### src/rtl/arb_pkg.sv
// arb_pkg: shared arbitration mode encoding and idle grant code helper
package arb_pkg;
  typedef enum logic {
    MODE_FIXED = 1'b0,
    MODE_RR    = 1'b1
  } arb_mode_e;
  function automatic logic [31:0] idle_code(input int idx_w);
    return 32'(1) << idx_w;
  endfunction
endpackage

### src/rtl/prio_scan.sv
// prio_scan: combinational highest-set-bit encoder returning {found, idx}
module prio_scan #(
  parameter int N = 16
) (
  input  logic [N-1:0]         req,
  output logic                 found,
  output logic [$clog2(N)-1:0] idx
);
  localparam int IDX_W = $clog2(N);
  assign found = |req;
  always_comb begin
    idx = '0;
    for (int i = 0; i < N; i++) idx = req[i] ? IDX_W'(i) : idx;
  end
endmodule

### src/rtl/prio_arbiter.sv
// prio_arbiter: registered fixed/round-robin priority arbiter with valid/ready output
module prio_arbiter
  import arb_pkg::*;
#(
  parameter int N = 16
) (
  input  logic               clk,
  input  logic               rst,
  input  logic               mode,
  input  logic [N-1:0]       req,
  input  logic               out_ready,
  output logic               out_valid,
  output logic [$clog2(N):0] out_idx,
  output logic [N-1:0]       out_onehot,
  output logic               out_multi
);
  localparam int IDX_W = $clog2(N);
  localparam logic [IDX_W:0] IDLE = (IDX_W+1)'(idle_code(IDX_W));
  localparam logic [IDX_W-1:0] PTR_TOP = IDX_W'(N - 1);
  logic               valid_q, valid_d, multi_q, multi_d;
  logic [IDX_W:0]     idx_q, idx_d;
  logic [N-1:0]       onehot_q, onehot_d, req_m;
  logic [IDX_W-1:0]   ptr_q, ptr_d, m_idx, u_idx, sel_idx, g;
  logic               m_found, u_found, ld, hs, rr;
  always_comb begin
    req_m = '0;
    for (int i = 0; i < N; i++) req_m[i] = req[i] && (IDX_W'(i) <= ptr_q);
  end
  prio_scan #(.N(N)) u_masked (.req(req_m), .found(m_found), .idx(m_idx));
  prio_scan #(.N(N)) u_full   (.req(req),   .found(u_found), .idx(u_idx));
  assign ld = !valid_q || out_ready;
  assign hs = valid_q && out_ready;
  assign rr = arb_mode_e'(mode) == MODE_RR;
  assign g  = idx_q[IDX_W-1:0];
  always_comb begin
    sel_idx  = (rr && m_found) ? m_idx : u_idx;
    valid_d  = ld ? u_found : valid_q;
    idx_d    = ld ? (u_found ? {1'b0, sel_idx} : IDLE) : idx_q;
    onehot_d = ld ? (u_found ? N'(1) << sel_idx : '0) : onehot_q;
    multi_d  = ld ? |(req & (req - 1'b1)) : multi_q;
    ptr_d    = (hs && rr) ? ((g == '0) ? PTR_TOP : g - 1'b1) : ptr_q;
  end
  always_ff @(posedge clk) begin
    if (rst) begin
      valid_q  <= 1'b0;
      idx_q    <= IDLE;
      onehot_q <= '0;
      multi_q  <= 1'b0;
      ptr_q    <= PTR_TOP;
    end else begin
      valid_q  <= valid_d;
      idx_q    <= idx_d;
      onehot_q <= onehot_d;
      multi_q  <= multi_d;
      ptr_q    <= ptr_d;
    end
  end
  assign out_valid  = valid_q;
  assign out_idx    = idx_q;
  assign out_onehot = onehot_q;
  assign out_multi  = multi_q;
endmodule

### config.mk
export PLATFORM = sky130hd
export DESIGN_NAME = prio_arbiter
export DESIGN_NICKNAME = d
export VERILOG_FILES = /design/src/rtl/arb_pkg.sv /design/src/rtl/prio_scan.sv /design/src/rtl/prio_arbiter.sv
export SDC_FILE = /design/constraint.sdc
export NUM_CORES = 1
export LEC_CHECK = 0
export ABC_AREA = 0
export ABC_CLOCK_PERIOD_IN_PS = 4500
export CAP_MARGIN = 20
export CORE_ASPECT_RATIO = 1.4
export CORE_MARGIN = 8
export CORE_UTILIZATION = 45
export CTS_CLUSTER_DIAMETER = 150
export DETAILED_ROUTE_END_ITERATION = 8
export GPL_ROUTABILITY_DRIVEN = 0
export HOLD_SLACK_MARGIN = 0.05
export PLACE_DENSITY = 0.71
export SYNTH_ARGS = -nofsm -noshare
export SYNTH_HDL_FRONTEND = slang
export SYNTH_SLANG_ARGS = --single-unit
export TNS_END_PERCENT = 50
### constraint.sdc
create_clock -name clk -period 4.5 [get_ports clk]
set_input_delay 0.675 -clock clk [delete_from_list [all_inputs] [get_ports clk]]
set_output_delay 0.675 -clock clk [all_outputs]
set_load 0.01 [all_outputs]
* Yosys cells after proc, flatten, opt, wreduce, memory -nomap -nowiden
Cells that the tools add are included.
** Storage, ports and cells
- Flip-flop bits (word level) :: 27
- Input bits :: 20
- Output and inout bits :: 23
- Word-level logic and storage cells :: 84
** Operators by class
- Add/sub/neg operators :: 2
- Magnitude comparators :: 16
- Shift operators :: 1
- Mux-type cells :: 34
- Bitwise logic cells :: 1
- Reduce and logical (&&, ||, !) cells :: 25
** Operators by type and width (number)
- $mux 4 :: 30
- $reduce_or 16->1 :: 3
- $le 4x4->1 const A :: 8
- $logic_and 1x1->1 :: 19
- $and 16x16->16 :: 1
- $le 3x4->1 const A :: 4
- $mux 16 :: 1
- $shl 1x4->16 const A :: 1
- $sub 16x1->16 const B :: 1
- $le 1x4->1 const A :: 2
- $le 2x4->1 const A :: 2
- $mux 5 :: 1
- $logic_not 4->1 :: 1
- $sub 4x1->4 const B :: 1
- $mux 1 :: 2
- $logic_not 1->1 :: 1
- $logic_or 1x1->1 :: 1

* Longest topological paths before layout
Gate-level depths: netlist of the first run.
- Depth in word-level cells :: 20
- Depth in mapped cells :: 10
- Gate-level depth less buffers :: 7

* Cells and area by module
Synthesis of the first run repeated with hierarchy kept, for this count alone.
** Unflattened totals
- Cell total of the unflattened synthesis :: 238
- Area total of the unflattened synthesis :: 1926.8 µm²
** Modules (own cells, without submodules)
- prio_arbiter :: instances 1, cells each 182, area each 1586.5 µm²
- prio_scan :: instances 2, cells each 28, area each 170.2 µm²

* Worst setup path after synthesis of the first run
Ideal clock, no wire load.
- Path type :: input-to-reg
- From :: input port req[4]
- To :: register onehot_q[6], in the netlist out_onehot[6]
- Setup time :: 117 ps
- Arrival :: 2486 ps
- Required time :: 4383 ps
- Slack :: 1898 ps
- Cell stages on the path :: 8
- Path buffers :: 1
- Path through :: clkbuf_1 nor4_1 nor3_1 or4_4 o21ai_4 mux2_4 and3_1 a22o_1
** On the way
- Cells in the longest elaborated chain, start to end :: 16
- Elaborated cells on any way between the ends :: 31
- Those cells by class :: 1 x shift; 26 x mux; 4 x reduce/logical
** Ends and longest elaborated chain
- start, declared :: RTL line prio_arbiter.sv:10 : input logic [N-1:0] req,
- $logic_and 1x1->1 :: RTL line prio_arbiter.sv:27 : for (int i = 0; i < N; i++) req_m[i] = req[i] && (IDX_W'(i) <= ptr_q);
- $mux 4 (12 in series) :: RTL line prio_scan.sv:13 : for (int i = 0; i < N; i++) idx = req[i] ? IDX_W'(i) : idx;
- $mux 4 :: RTL line prio_arbiter.sv:36 : sel_idx = (rr && m_found) ? m_idx : u_idx;
- $shl 1x4->16 :: RTL line prio_arbiter.sv:39 : onehot_d = ld ? (u_found ? N'(1) << sel_idx : '0) : onehot_q;
- $mux 16 * :: RTL line prio_arbiter.sv:39
- end signal, assigned :: RTL line prio_arbiter.sv:53 : onehot_q <= onehot_d;
- end, declared :: RTL line prio_arbiter.sv:22 : logic [N-1:0] onehot_q, onehot_d, req_m;
Every way passes the cells marked *; elsewhere a longest branch is shown, timed or not.
A chain may end at the register's enable or synchronous reset.

* Worst setup path in the final report of the first run
- From :: register ptr_q[3]
- To :: register onehot_q[6], in the netlist out_onehot[6]
** On the way
- Cells in the longest elaborated chain, start to end :: 20
- Elaborated cells on any way between the ends :: 52
- Those cells by class :: 16 x order compare; 1 x shift; 17 x mux; 18 x reduce/logical
** Ends and longest elaborated chain
- start, declared :: RTL line prio_arbiter.sv:23 : logic [IDX_W-1:0] ptr_q, ptr_d, m_idx, u_idx, sel_idx, g;
- start signal, assigned :: RTL line prio_arbiter.sv:55 : ptr_q <= ptr_d;
- $le 1x4->1 :: RTL line prio_arbiter.sv:27
- $logic_and 1x1->1 :: RTL line prio_arbiter.sv:27
- $mux 1 :: RTL line prio_scan.sv:13
- $mux 4 (14 in series) :: RTL line prio_scan.sv:13
- $mux 4 * :: RTL line prio_arbiter.sv:36
- $shl 1x4->16 * :: RTL line prio_arbiter.sv:39
- $mux 16 * :: RTL line prio_arbiter.sv:39
Marked as above.

==> results.toml, run 1 <==
[timing]
setup_ws_ns = 1.572
setup_viol = 0
finalHoldViolCount = 0
final_max_slew_viol_count = 0
rsz0062_at_grt = "false"
timing.hold.ws_ns = 0.4473
fmax_ghz = 0.3416
fin_crit_sh_pct = 65.06
max_slew_margin_pct = 36.42
period_needed_ns = 2.928
worst_slew_pin_slew_ns = 0.9501
fin_setup_tns_ns = 0
skew_ns = 0.01388

[placed_design]
dp_slack_ns = 1.323
dp_hpwl_um = 3948
port_buffers = 42

[logic_synthesis]
syn_inst = 245
avgSynthCellArea_um2 = 7.461
yosysTopAreaCell = "dfxtp_1"
synthArstFlopShare_pct = 0
ys_seq_area_share_pct = 29.57
synth_top_area_share_pct = 29.57
ys_types = 55
synthesis.nets = 267
synth-edff-count = 0
yosys_warnings = 0
synthFlopType = "dfxtp_1"
syn_area_um2 = 1828
synth_seq_cells = 27
synth_area_leaders = "dfxtp_1 (30%), nor2_1 (6.6%), a21oi_1 (5.7%), nand2_1 (5.3%), a22o_1 (4.8%)"

[setup_path]
crit_fanout = 16
cp-end-kind = "register"
arrival_ns = 3.09
required_ns = 4.67
critPathKind = "register to register"
cp-start-kind = "register"

[routing]
wl_um = 4916
dr.pass1.iters = 4
num_vias = 1934
wl_per_cell_um = 15.41
first_iter_violations = 104
ant_nets = 0
vias_per_cell = 6.063
drc = 0

[global_route]
grt_max_degree = 21
gr-usage-all-layers_pct = 15.32
grt_overflow = 0
first_global_vias = 1831
grt_pass1_wl_um = 8452
antenna_found_initial = 0

[clocking]
cts_tree = "done"
cts_sinks = 27
cts-root-buf = "clkbuf_8"
cts_hold_buf = 0
post_cts_resized = 0
numCtsBuffers = 3
cts_buffer_depth = 2
cts_htree_levels = 1
insertion_delay_ns = 0.28
post_cts_buffers = 0
cts.clk_slew.worst_paths_ns = 0.10

[final_layout]
diodes = 0
fillerInstances = 404
regArea_um2 = 540.5
final_common_cell = "clkdlybuf4s50_1"
drive_gt1_share_pct = 5.435
areaGrowthSynthToFinish_pct = 25.12
multi_input_area_um2 = 1186
layout_common_cells = "clkdlybuf4s50_1 (42), nor2_1 (32), dfxtp_1 (27)"
finalNetCount = 299

[pwr]
ir_drop_mv = 0.2298
powerDensity_nw_per_um2 = 240.5
leakage_nw = 0.8374

[job]
drv_cap = 0

[worst_hold_path]
holdCritPathClass = "register to register"

[die]
die_x_um = 69.87
rows = 27
start_util_pct = 46.65
die-area_um2 = 6386
io_pins = 43
fp.dieH_um = 91.41
core_um2 = 3919

[status]
status = "completed"
## power breakdown
part,switching [mW],internal [mW],leakage (nW)
registers,0.0146,0.249,0.221
logic,0.0788,0.0660,0.595
clock network,0.0785,0.0629,0.0217
## synthesized netlist by cell type (all sizes together) (2+ instances only)
master	instances
nor4	4
o311ai	3
nand3	5
o31ai	7
a31oi	2
o21a	2
maj3	2
nand4b	2
o21ai	17
o22ai	5
o41ai	2
nor3	7
and3	4
or4	4
nand2b	2
buf	2
dfxtp	27
clkbuf	13
a21oi	21
a22o	10
and2	2
mux2	2
nand2	26
o211ai	2
a211oi	6
ha	2
or2	3
nor2	32
a211o	2
inv	10
## routing by layer
metal	vias to the layer above	GRT usage, %	routed length (µm)	share of wire [%]
met4	0	7.563	93	1.9
li1	977	-	-	-
met5	-	0	0	0
met1	894	17.01	2048	42
met2	57	26.81	2506	51
met3	6	3.159	268	5.5
## worst paths after layout
check             start            end  slack (ns)  cells after the start
max            ptr_q[3]  out_onehot[6]        1.57                      7
max reg2reg    ptr_q[3]  out_onehot[6]        1.57                      7
min          out_idx[4]     out_idx[4]        0.45                      2
min reg2reg  out_idx[4]     out_idx[4]        0.45                      2
## critical path, stage by stage (launching register included)
cell	delay (ns)
dfxtp_1	0.50
or4_1	0.60
a21o_1	0.22
or4_4	0.54
o21ai_4	0.21
mux2_4	0.37
and3_1	0.17
a22o_1	0.20
## state kept, by name, indices dropped and copies added (netlist names)
register,count
out_multi,1
out_valid,1
out_idx,5
ptr_q,4
out_onehot,16
## final cells by class
cell class | count | area share, %
multi-input combinational | 193 | 51.86
tap | 43 | 2.352
inverter | 10 | 1.641
timing repair buffer | 42 | 18.38
clock inverter | 1 | 0.3282
sequential | 27 | 23.63
clock buffer | 3 | 1.805
## per-stage QoR
step / power (mW) / cell area [µm²] / util (%) / instances
CTS: 0.5527 / 2287 / 58.37 / 319
floorplan: 0.3561 / 1828 / - / 245
detailed placement: 0.4147 / 2238 / 57.12 / 315
global route: 0.5816 / 2287 / 58.37 / 319
finish: 0.5500 / 2287 / 58.37 / 319
global placement: 0.4143 / 2238 / 57.12 / 315
## cells by family (layout without fill, tap and decap cells)
| kind of cell | Yosys count | after routing | synth area share, % |
|---|---|---|---|
| flops | 27 | 27 | 29.57 |
| mux | 3 | 3 | 1.985 |
| fa+ha+maj | 4 | 4 | 2.464 |
| xor+xnor | 1 | 1 | 0.4792 |
| compound gates | 90 | 90 | 34.98 |
| buf+inv | 25 | 56 | 5.544 |
| simple gates | 95 | 95 | 24.98 |
(Power assumes the default switching activity.)
==> inputs of run 2 (changes only) <==
- ABC_CLOCK_PERIOD_IN_PS: 4500 -> 2800
- clock period: 4.5 -> 2.8 ns (I/O delays scaled with it)
==> results.toml, run 2 (synthesis gave the netlist of run 1 again) <==
[status]
status = "completed"

[clocking]
post_cts_resized = 0
cts_buffer_depth = 2
cts-root-buf = "clkbuf_8"
post_cts_buffers = 0
cts_htree_levels = 1
cts_tree = "done"
cts.clk_slew.worst_paths_ns = 0.09
cts_hold_buf = 0
cts_sinks = 27
numCtsBuffers = 3
insertion_delay_ns = 0.28

[global_route]
antenna_found_initial = 0
grt_overflow = 0
gr-usage-all-layers_pct = 16.28
first_global_vias = 1959
grt_pass1_wl_um = 8942
grt_max_degree = 20

[setup_path]
crit_fanout = 7
worst-r2r-setup-slack_ns = 0.15
crit_path_frequent_cell = "or4_4"
crit_family = "simple AND/OR/NAND/NOR gates"
required_ns = 2.98
path_buf_inv = 0
cp-start-kind = "register"
critPathKind = "register to register"
crit_chain = "or4_4 > a21o_1 > or4_4 > o21ai_4 > mux2_4 > and3_1 > a22o_1"
arrival_ns = 2.83
critical-path-slowest-cell = "or4_4"
r2r_cells = 7
timing.rr.end = "out_onehot[6]"
timing.rr.start = "ptr_q[3]"
cp-end-kind = "register"
slowest_delay_ns = 0.56

[placed_design]
postPlaceCellArea_um2 = 2501
dp_slack_ns = 0.009627
dp_hpwl_um = 4456
port_buffers = 42
dpl.cell_count = 350

[timing]
finalHoldViolCount = 0
timing.hold.ws_ns = 0.4514
max_slew_margin_pct = 37.78
fin_crit_sh_pct = 94.70
skew_ns = 0.004074
setup_ws_ns = 0.1483
final_max_slew_viol_count = 0
fin_setup_tns_ns = 0
fmax_ghz = 0.3771
rsz0062_at_grt = "false"
period_needed_ns = 2.652
worst_slew_pin_slew_ns = 0.9299
setup_viol = 0

[final_layout]
drive_gt1_share_pct = 16.72
areaGrowthSynthToFinish_pct = 39.84
largest_register_ffs = 16
fillerInstances = 358
diodes = 0
instances_no_fill = 354
layout_common_cells = "clkdlybuf4s50_1 (42), buf_4 (35), nor2_1 (32)"
finalNetCount = 334
fin_util_pct = 65.23
final_cell_area_um2 = 2556
final_common_cell = "clkdlybuf4s50_1"

[die]
core_um2 = 3919
die_x_um = 69.87
io_pins = 43
rows = 27
start_util_pct = 46.65
die-area_um2 = 6386
fp.dieH_um = 91.41

[worst_hold_path]
min_to = "out_idx[4]"
hold_start = "out_idx[4]"
hold-path-cell-count = 2
holdCritPathClass = "register to register"

[routing]
first_iter_violations = 119
vias_per_cell = 5.907
wl_per_cell_um = 15.25
dr.pass1.iters = 4
drc = 0
ant_nets = 0
num_vias = 2091
wl_um = 5399

[pwr]
ir_drop_mv = 0.3351
p_total_mw = 0.9220
leakage_nw = 1.004
powerDensity_nw_per_um2 = 360.7

[job]
drv_cap = 0
-- run 2: cell types whose count changed in the layout (fill, tap and decap cells not counted), sizes merged --
cell  before  now
buf        0   35
-- run 2: routing by layer --
metal	track usage (%)	part of all wire (%)
met2	30.71	52
met1	17.35	40
met5	0	0
met4	6.218	2.1
met3	2.614	5.6
-- run 2: final cells by class --
class / instances / area [µm²] / area share (%)
Multi-Input combinational cell: 193 / 1192 / 46.65
Sequential cell: 27 / 540.5 / 21.15
Inverter: 10 / 37.54 / 1.468
Clock inverter: 1 / 7.507 / 0.2937
Tap cell: 43 / 53.80 / 2.105
Timing Repair Buffer: 77 / 683.2 / 26.73
Clock buffer: 3 / 41.29 / 1.615
-- run 2: where the power goes --
part	leakage [nW]	switching (mW)	internal, mW
clock	0.0217	0.125	0.101
combinational	0.762	0.147	0.135
sequential	0.221	0.0133	0.401
-- run 2: worst max-delay path by stage --
stage              from             to  slack, ns  cells past startpoint
2_1_floorplan  ptr_q[3]  out_onehot[6]       0.21                      7
3_3_place_gp     req[5]      out_multi       0.03                      8
3_5_place_dp     req[5]      out_multi       0.01                      8
4_1_cts        ptr_q[3]  out_onehot[5]       0.08                      8
5_1_grt        ptr_q[3]  out_onehot[4]       0.04                      8
6_report       ptr_q[3]  out_onehot[6]       0.15                      7
-- run 2: worst register-to-register path, cell delays in order (launching register included) --
cell and delay [ns]:
dfxtp_1 0.33, or4_4 0.56, a21o_1 0.23, or4_4 0.54
o21ai_4 0.18, mux2_4 0.37, and3_1 0.17, a22o_1 0.19
